`config.mk`:
```
export PLATFORM = sky130hd
export DESIGN_NAME = pipe_stage_buf
export DESIGN_NICKNAME = d
export VERILOG_FILES = /design/src/rtl/pipe_stage_buf.sv
export SDC_FILE = /design/constraint.sdc
export NUM_CORES = 1
export LEC_CHECK = 0
export ABC_AREA = 1
export BUFFER_PORTS_ARGS = -buffer_cell sky130_fd_sc_hd__clkbuf_2
export CORE_MARGIN = 3
export CORE_UTILIZATION = 46
export DETAILED_ROUTE_END_ITERATION = 8
export PLACE_DENSITY_LB_ADDON = 0.05
export SLEW_MARGIN = 40
export SYNTH_ARGS = -nofsm -noshare
export SYNTH_HDL_FRONTEND = slang
export SYNTH_SLANG_ARGS = --single-unit
export TNS_END_PERCENT = 30
```
`constraint.sdc`:
```
create_clock -name CLK -period 1.4 [get_ports CLK]
set_input_delay 0.35 -clock CLK [delete_from_list [all_inputs] [get_ports CLK]]
set_output_delay 0.35 -clock CLK [all_outputs]
set_load 0.005 [all_outputs]
```
`src/rtl/pipe_stage_buf.sv`:
```
// Pipeline boundary register: payload + control with valid/ready, sync flush, bubble insert.
// Latency: 1 cycle input->output. Optional one-entry skid buffer (macro PIPE_STAGE_SKID_EN).
// Backpressure: without skid ready_o = !valid_o | ready_i; with skid ready_o is registered-only.
//
// Ports:
//   CLK, nRST            clock (rising edge), asynchronous active-low reset
//   flush                drop held and same-cycle beats (highest priority)
//   bubble_i             stall upstream (ready_o=0) and let the output drain to invalid
//   valid_i/ready_o      upstream handshake, data_i/ctrl_i upstream beat
//   valid_o/ready_i      downstream handshake, data_o/ctrl_o downstream beat
//   occ_o                beats currently held (output register + skid entry)
//
// Build option: define PIPE_STAGE_SKID_EN to add the skid entry, which breaks the
// ready_i->ready_o combinational path at the cost of one extra beat of storage.

module pipe_stage_buf #(
    parameter int DATA_W = 128,
    parameter int CTRL_W = 16
) (
    input  logic              CLK,
    input  logic              nRST,
    input  logic              flush,
    input  logic              bubble_i,
    input  logic              valid_i,
    output logic              ready_o,
    input  logic [DATA_W-1:0] data_i,
    input  logic [CTRL_W-1:0] ctrl_i,
    output logic              valid_o,
    input  logic              ready_i,
    output logic [DATA_W-1:0] data_o,
    output logic [CTRL_W-1:0] ctrl_o,
    output logic [1:0]        occ_o
);

    logic              r_valid;
    logic [DATA_W-1:0] r_data;
    logic [CTRL_W-1:0] r_ctrl;

    logic w_accept;
    logic w_out_free;
    logic w_skid_cnt;

    // Output register may take a new beat this cycle: empty, or its beat leaves now.
    assign w_out_free = !r_valid | ready_i;
    assign w_accept   = valid_i & ready_o;

`ifdef PIPE_STAGE_SKID_EN
    logic              r_skid_vld;
    logic [DATA_W-1:0] r_skid_data;
    logic [CTRL_W-1:0] r_skid_ctrl;

    // Depends only on state and bubble_i, never on ready_i.
    assign ready_o    = !r_skid_vld & !bubble_i;
    assign w_skid_cnt = r_skid_vld;

    always_ff @(posedge CLK or negedge nRST) begin
        if (!nRST) begin
            r_valid     <= 1'b0;
            r_data      <= '0;
            r_ctrl      <= '0;
            r_skid_vld  <= 1'b0;
            r_skid_data <= '0;
            r_skid_ctrl <= '0;
        end else if (flush) begin
            r_valid    <= 1'b0;
            r_skid_vld <= 1'b0;
        end else if (w_out_free) begin
            // Skid beat is older than anything on the input, so it goes first.
            // While the skid is full ready_o is 0, so no input beat is lost here.
            if (r_skid_vld) begin
                r_valid    <= 1'b1;
                r_data     <= r_skid_data;
                r_ctrl     <= r_skid_ctrl;
                r_skid_vld <= 1'b0;
            end else if (w_accept) begin
                r_valid <= 1'b1;
                r_data  <= data_i;
                r_ctrl  <= ctrl_i;
            end else begin
                r_valid <= 1'b0;
            end
        end else if (w_accept) begin
            // Output stalled: park the accepted beat in the skid entry.
            r_skid_vld  <= 1'b1;
            r_skid_data <= data_i;
            r_skid_ctrl <= ctrl_i;
        end
    end
`else
    assign ready_o    = !bubble_i & w_out_free;
    assign w_skid_cnt = 1'b0;

    always_ff @(posedge CLK or negedge nRST) begin
        if (!nRST) begin
            r_valid <= 1'b0;
            r_data  <= '0;
            r_ctrl  <= '0;
        end else if (flush) begin
            r_valid <= 1'b0;
        end else if (w_out_free) begin
            // A bubble forces w_accept low, so the output simply drains to invalid.
            if (w_accept) begin
                r_valid <= 1'b1;
                r_data  <= data_i;
                r_ctrl  <= ctrl_i;
            end else begin
                r_valid <= 1'b0;
            end
        end
    end
`endif

    assign valid_o = r_valid;
    assign data_o  = r_data;
    // Control is masked so a bubble can never carry stale write/halt enables downstream.
    assign ctrl_o  = r_valid ? r_ctrl : '0;
    assign occ_o   = {1'b0, r_valid} + {1'b0, w_skid_cnt};

endmodule

```
==> results of run 1 <==
worst max-delay path: stages (launching register included):
cell,delay (ps)
dfrtp_2,450
buf_12,170
a21oi_2,120
clkbuf_2,120
registers in the layout, indices dropped and copies added (netlist names):
register	cells
data_o	128
r_ctrl	16
valid_o	1
stage by stage:
| step | hold slack (ps) | std cells |
|---|---|---|
| after global placement | 367 | 1108 |
| after CTS | 156 | 1141 |
| after global routing | 164 | 1161 |
| after detailed placement | 369 | 1108 |
| final | 173 | 1161 |
| after floorplan | 54.4 | 684 |
worst min path at each step:
stage	to	depth (start not counted)
3_3_place_gp	data_o[11]$_DFFE_PN0P_	2
5_1_grt	data_o[80]$_DFFE_PN0P_	3
4_1_cts	data_o[37]$_DFFE_PN0P_	3
2_1_floorplan	data_o[0]$_DFFE_PN0P_	0
3_5_place_dp	data_o[8]$_DFFE_PN0P_	2
6_report	data_o[37]$_DFFE_PN0P_	3
cell type report:
class                   instances  area (sq um)
well taps                     172           215
multi-input cells             454          2130
fillers                      1049          3950
inverters                      19          73.8
clock buffers                  26           519
flip-flops and latches        145          3630
clock inverters                 5          50.0
repair buffers                340          2260
timing repair:
action	in CTS	in global routing
hold endpoints to repair	133	0
cloned	0	11
pin swaps	0	1
endpoints found under the setup margin	19	82
gates resized for setup	2	21
setup buffers	1	9
hold buffers	1	0
power by group through the flow:
| stage | clock (mW) | combinational [mW] | sequential [mW] |
|---|---|---|---|
| 6_report | 4.30 | 2.27 | 5.33 |
| 3_5_place_dp | 0 | 2.17 | 5.37 |
| 3_3_place_gp | 0 | 2.11 | 5.35 |
| 5_1_grt | 4.57 | 2.54 | 5.41 |
| 4_1_cts | 4.37 | 2.18 | 5.31 |
| 2_1_floorplan | 0 | 0.810 | 5.38 |
synthesized netlist by cell type, drive strengths merged:
library cell    n
nand3           1
o21ai           1
inv            19
buf            44
a21oi           1
conb            1
clkbuf         22
dfrtp         145
nor2            1
nand4         144
nand2         305
cell families after synthesis:
logic type	Yosys count	share of synthesized area, %
and+or+nand+nor	451	33.6
DFF	145	59.1
buffers and inverters	85	7.09
AOI/OAI and AO/OA	2	0.163
other	1	0.0611
routing by layer:
metal | wire [microns] | share of wire, % | vias to the layer above
met5 | 0 | 0 | -
met4 | 482 | 2.3 | 0
met3 | 1750 | 8.5 | 35
met2 | 10600 | 51 | 301
met1 | 7820 | 38 | 2951
li1 | - | - | 2878
==> results.ini, run 1 <==
[sta]
fin_ws_ps = -219
skew_ps = 3.67
setup_viol = 163
fin_crit_ps = 1620
rsz0062_at_grt = yes
final_max_slew_viol_count = 0
finalCritPeriodShare_pct = 116
setup_tns_ps = -16470
fmax_mhz = 618
hold_viol = 0

[power]
fin_total_pwr_mw = 11.9
power_switching_mw = 3.23
swShare_pct = 27.1
p_leak_nw = 5.14
intPower_mw = 8.67
p_clk_share_pct = 36.1
seq_power_share_pct = 44.8
power_frac_comb_pct = 19.1
ir_drop_mv = 0.684
powerDensity_nw_per_um2 = 1340

[detailed_routing]
drtIter0Drc = 531
wire_per_inst_microns = 17.8
ant_nets = 0
firstDrtPassIters = 5
finalWirelength_microns = 20700
vias = 6165
route.detailed.drc = 0
vias_per_cell = 5.31

[final_layout]
syn2layout_area_growth_pct = 44.5
diodes = 0
final_common_cell = nand2_1
design_area_sq_um = 8870
fin_nets = 1127
utilization_pct = 69.2
layout_common_cells = 297 x nand2_1, 294 x clkbuf_2, 144 x nand4_1, 144 x dfrtp_1, 28 x clkbuf_16
drive_gt1_share_pct = 38.4

[place]
dp_hpwl_microns = 13200
dp_slack_ps = 3.72
place_congestion = 0.824
dpl_cell_area_sq_um = 7850
port_buffers = 296

[cts]
cts_tree = built
cts_made_buffers = 17
clockBufferDepth = 2
clock_latency_ps = 410
clk_pin_slew_ps = 60
cts-root-buf = clkbuf_16
cts_sinks = 145
htree_levels = 4

[synth]
yosysWarnings = 0
synth_cells = 684
syn_nets = 834
synth_area_leader_cell = dfrtp_1
synth_top_area_share_pct = 59.1
synth_cell_type_count = 15
syn_avg_cell_area_sq_um = 8.98
synth_area_sq_um = 6140
synth_area_leaders = dfrtp_1 59%, nand2_1 19%, nand4_1 15%, buf_2 2.0%, buf_4 1.3%
ys_ff_latch = 145
seq_area_frac_synth_pct = 59.1

[setup_path]
crit_type = register to output port
cp-end-kind = output port
rr_worst_depth = 8
cp.arrival_ps = 1270
reg2reg_slack_ps = -140
crit_path_end = ready_o
cp.required_ps = 1050
timing.rr.start = valid_o$_DFFE_PN0P_
r2r-end = data_o[57]$_DFFE_PN0P_
critPathLaunch = valid_o$_DFFE_PN0P_
crit_path_start_kind = register
crit_fanout = 18

[die]
std_cell_rows = 41
io_pins = 298
die_h_microns = 122
core-area_sq_um = 12800
die-area_sq_um = 14800
die_x_microns = 122
start_util_pct = 47.9

[grt]
busiest_layer = met2
track_usage_pct = 25.0
grt_use_met1_pct = 30.3
use_met2_pct = 42.4
grt_overflow = 0
grt_pass1_vias = 5673
grt_use_met3_pct = 7.29
grt_max_degree = 75
antenna_found_initial = 0
grt_pass1_wl_microns = 28800

[worst_hold_path]
min_from = data_i[37]
hold_class = input port to register

[run_status]
status = finished with violations
violations = negative setup slack

[flow_run]
drv_cap = 0

No activity file was read; power rests on OpenSTA's default activity.
==> run 2: changes to the inputs <==
Settings changed: CORE_ASPECT_RATIO set to 1.4.
==> run 2 against run 1 <==
Against the previous run: the run still ends with negative setup slack left; via count shrank 2.6%; register-to-register slack gained 180 ps; critical endpoint is now valid_o; core utilization shrank 3.3 points; global-route usage grew 0.37 points; largest power group unchanged; critical path type unchanged; final cell count shrank 0.78%; non-clock buffer count shrank 16; power grew 1.2%; setup slack gained 28 ps.
==> results.ini, run 2 (same netlist as run 1, synthesis figures left out) <==
[detailed_routing]
wire_per_inst_microns = 16.6  ; -7.0%
finalWirelength_microns = 19100  ; -7.7%
ant_nets = 0  ; unchanged
route.detailed.drc = 0  ; unchanged
firstDrtPassIters = 4  ; -1
vias = 6003  ; -2.6%
drtIter0Drc = 312  ; -41%
vias_per_cell = 5.21  ; -1.9%

[setup_path]
crit_path_start_kind = register
reg2reg_slack_ps = 40  ; +180 ps
critPathLaunch = valid_o$_DFFE_PN0P_
cp.required_ps = 1050  ; about the same
cpMostUsedCell = buf_12
slowest_stage = dfrtp_2
crit_type = register to output port
r2r-end = data_o[17]$_DFFE_PN0P_
cp_top_family = flip-flops
crit_fanout = 17  ; -1
crit_path_max_incr_delay_ps = 430  ; -20 ps
critPathBufInv = 3  ; +1
cp-end-kind = output port
rr_worst_depth = 5  ; -3
crit_chain = buf_12 -> buf_12 -> clkbuf_2
timing.rr.start = valid_o$_DFFE_PN0P_
cp.arrival_ps = 1240  ; -30 ps

[place]
dp_cells = 1117  ; +0.81%
port_buffers = 296  ; unchanged
dp_hpwl_microns = 13400  ; +1.3%
place_congestion = 0.836  ; +1.5%

[die]
start_util_pct = 47.5  ; -0.41 points
die-area_sq_um = 14800  ; +0.13%
std_cell_rows = 49  ; +20%
die_x_microns = 104  ; -15%
io_pins = 298  ; unchanged
die_h_microns = 143  ; +17%
core-area_sq_um = 12900  ; +0.87%

[power]
powerDensity_nw_per_um2 = 1410  ; +5.3%
ir_drop_mv = 0.734  ; +7.3%
fin_total_pwr_mw = 12.0  ; +1.2%
p_leak_nw = 4.96  ; -3.6%

[grt]
antenna_found_initial = 0  ; unchanged
track_usage_pct = 25.4  ; +0.37 points
grt_overflow = 0  ; unchanged
grt_pass1_vias = 5868  ; +3.4%
grt_pass1_wl_microns = 30100  ; +4.5%
grt_max_degree = 79  ; +5.3%

[worst_hold_path]
hold_class = input port to register
holdPathEnd = data_o[28]$_DFFE_PN0P_
min_from = data_i[28]
whs_path_depth = 3  ; unchanged

[cts]
clk_pin_slew_ps = 60  ; about the same
cts_tree = built
htree_levels = 4  ; unchanged
cts-root-buf = clkbuf_16
clock_latency_ps = 420  ; about the same
cts_made_buffers = 17  ; unchanged
cts_sinks = 145  ; unchanged
clockBufferDepth = 2  ; unchanged

[final_layout]
largest_register_ffs = 128  ; unchanged
stdcell_count = 1152  ; -0.78%
syn2layout_area_growth_pct = 38.8
fin_nets = 1111  ; -1.4%
drive_gt1_share_pct = 37.2  ; -1.3 points
layout_common_cells = 300 x nand2_1, 294 x clkbuf_2, 144 x nand4_1, 144 x dfrtp_1, 18 x inv_1
utilization_pct = 65.9  ; -3.3 points
final_common_cell = nand2_1
n_fill_cell = 1153  ; +9.9%
diodes = 0  ; unchanged

[sta]
final_max_slew_viol_count = 0  ; unchanged
fin_crit_ps = 1590  ; -27.5 ps
skew_ps = 8.54  ; +4.87 ps
setup_viol = 19  ; -88%
hold_viol = 0  ; unchanged
finalCritPeriodShare_pct = 114  ; -2.0 points
fmax_mhz = 628  ; +1.7%
rsz0062_at_grt = yes
fin_ws_ps = -192  ; +27.5 ps

[run_status]
status = finished with violations
violations = negative setup slack

[flow_run]
drv_cap = 0  ; unchanged

run 2: changes by cell type in the layout (fill, tap and decap cells not counted), sizes merged:
cell,change
clkinvlp,+3
inv,+3
bufinv,+2
clkbuf,-18
buf,-5
run 2: repair_timing:
item | in CTS | in global routing
endpoints found under the setup margin | 19 | 19
endpoints found under the hold margin | 34 | 0
hold buffers | 1 | 0
buffers inserted | 0 | 2
gates resized for setup | 1 | 5
run 2: how the worst max path moves through the flow:
stage          cells after the start                 endpoint  slack (ps)
4_1_cts                            4                ctrl_o[4]        -230
2_1_floorplan                      8  data_o[106]$_DFFE_PN0P_          90
3_3_place_gp                       5   data_o[17]$_DFFE_PN0P_          50
5_1_grt                            4                ctrl_o[6]        -230
3_5_place_dp                       5   data_o[17]$_DFFE_PN0P_          20
6_report                           3                  valid_o        -190
run 2: final cells by class:
cell class              instances  area (sq um)  share of cell area [%]
well taps                     178           223                    2.61
clock buffers                  19           433                    5.08
inverters                      19          73.8                   0.866
repair buffers                324          1900                    22.3
multi-input cells             454          2110                    24.7
flip-flops and latches        145          3630                    42.6
clock inverters                13           159                    1.86
run 2: layer usage:
layer  track usage [%]  vias up  routed length (microns)
met5                 0        -                        0
met4              10.4        0                      577
met3              7.82       40                     1420
met2              42.7      246                     9580
met1              30.7     2864                     7520
li1                  -     2853                        -
run 2: metrics by stage:
stage                     instance area [sq um]  hold slack [ps]  TNS [ps]  worst slack, ps
final                                      8520              163     -3220             -192
after global routing                       8520              164     -4050             -229
after CTS                                  8490              148     -3840             -232
after detailed placement                   7880              305         0             15.3
after global placement                     7880              302         0             46.1
after floorplan                            6140             54.4         0             91.3
run 2: worst register-to-register path, stage by stage, from the launching register on:
cell     delay [ps]
dfrtp_2         430
buf_4           150
nand2_4         110
buf_12          290
nand4_1         210
nand2_1         110
run 2: power by group:
| group | total [mW] | switching (mW) | internal [mW] | leakage, nW |
|---|---|---|---|---|
| Sequential | 5.32 | 0.413 | 4.90 | 1.80 |
| Clock | 4.59 | 1.78 | 2.80 | 0.284 |
| Combinational | 2.14 | 1.16 | 0.980 | 2.87 |
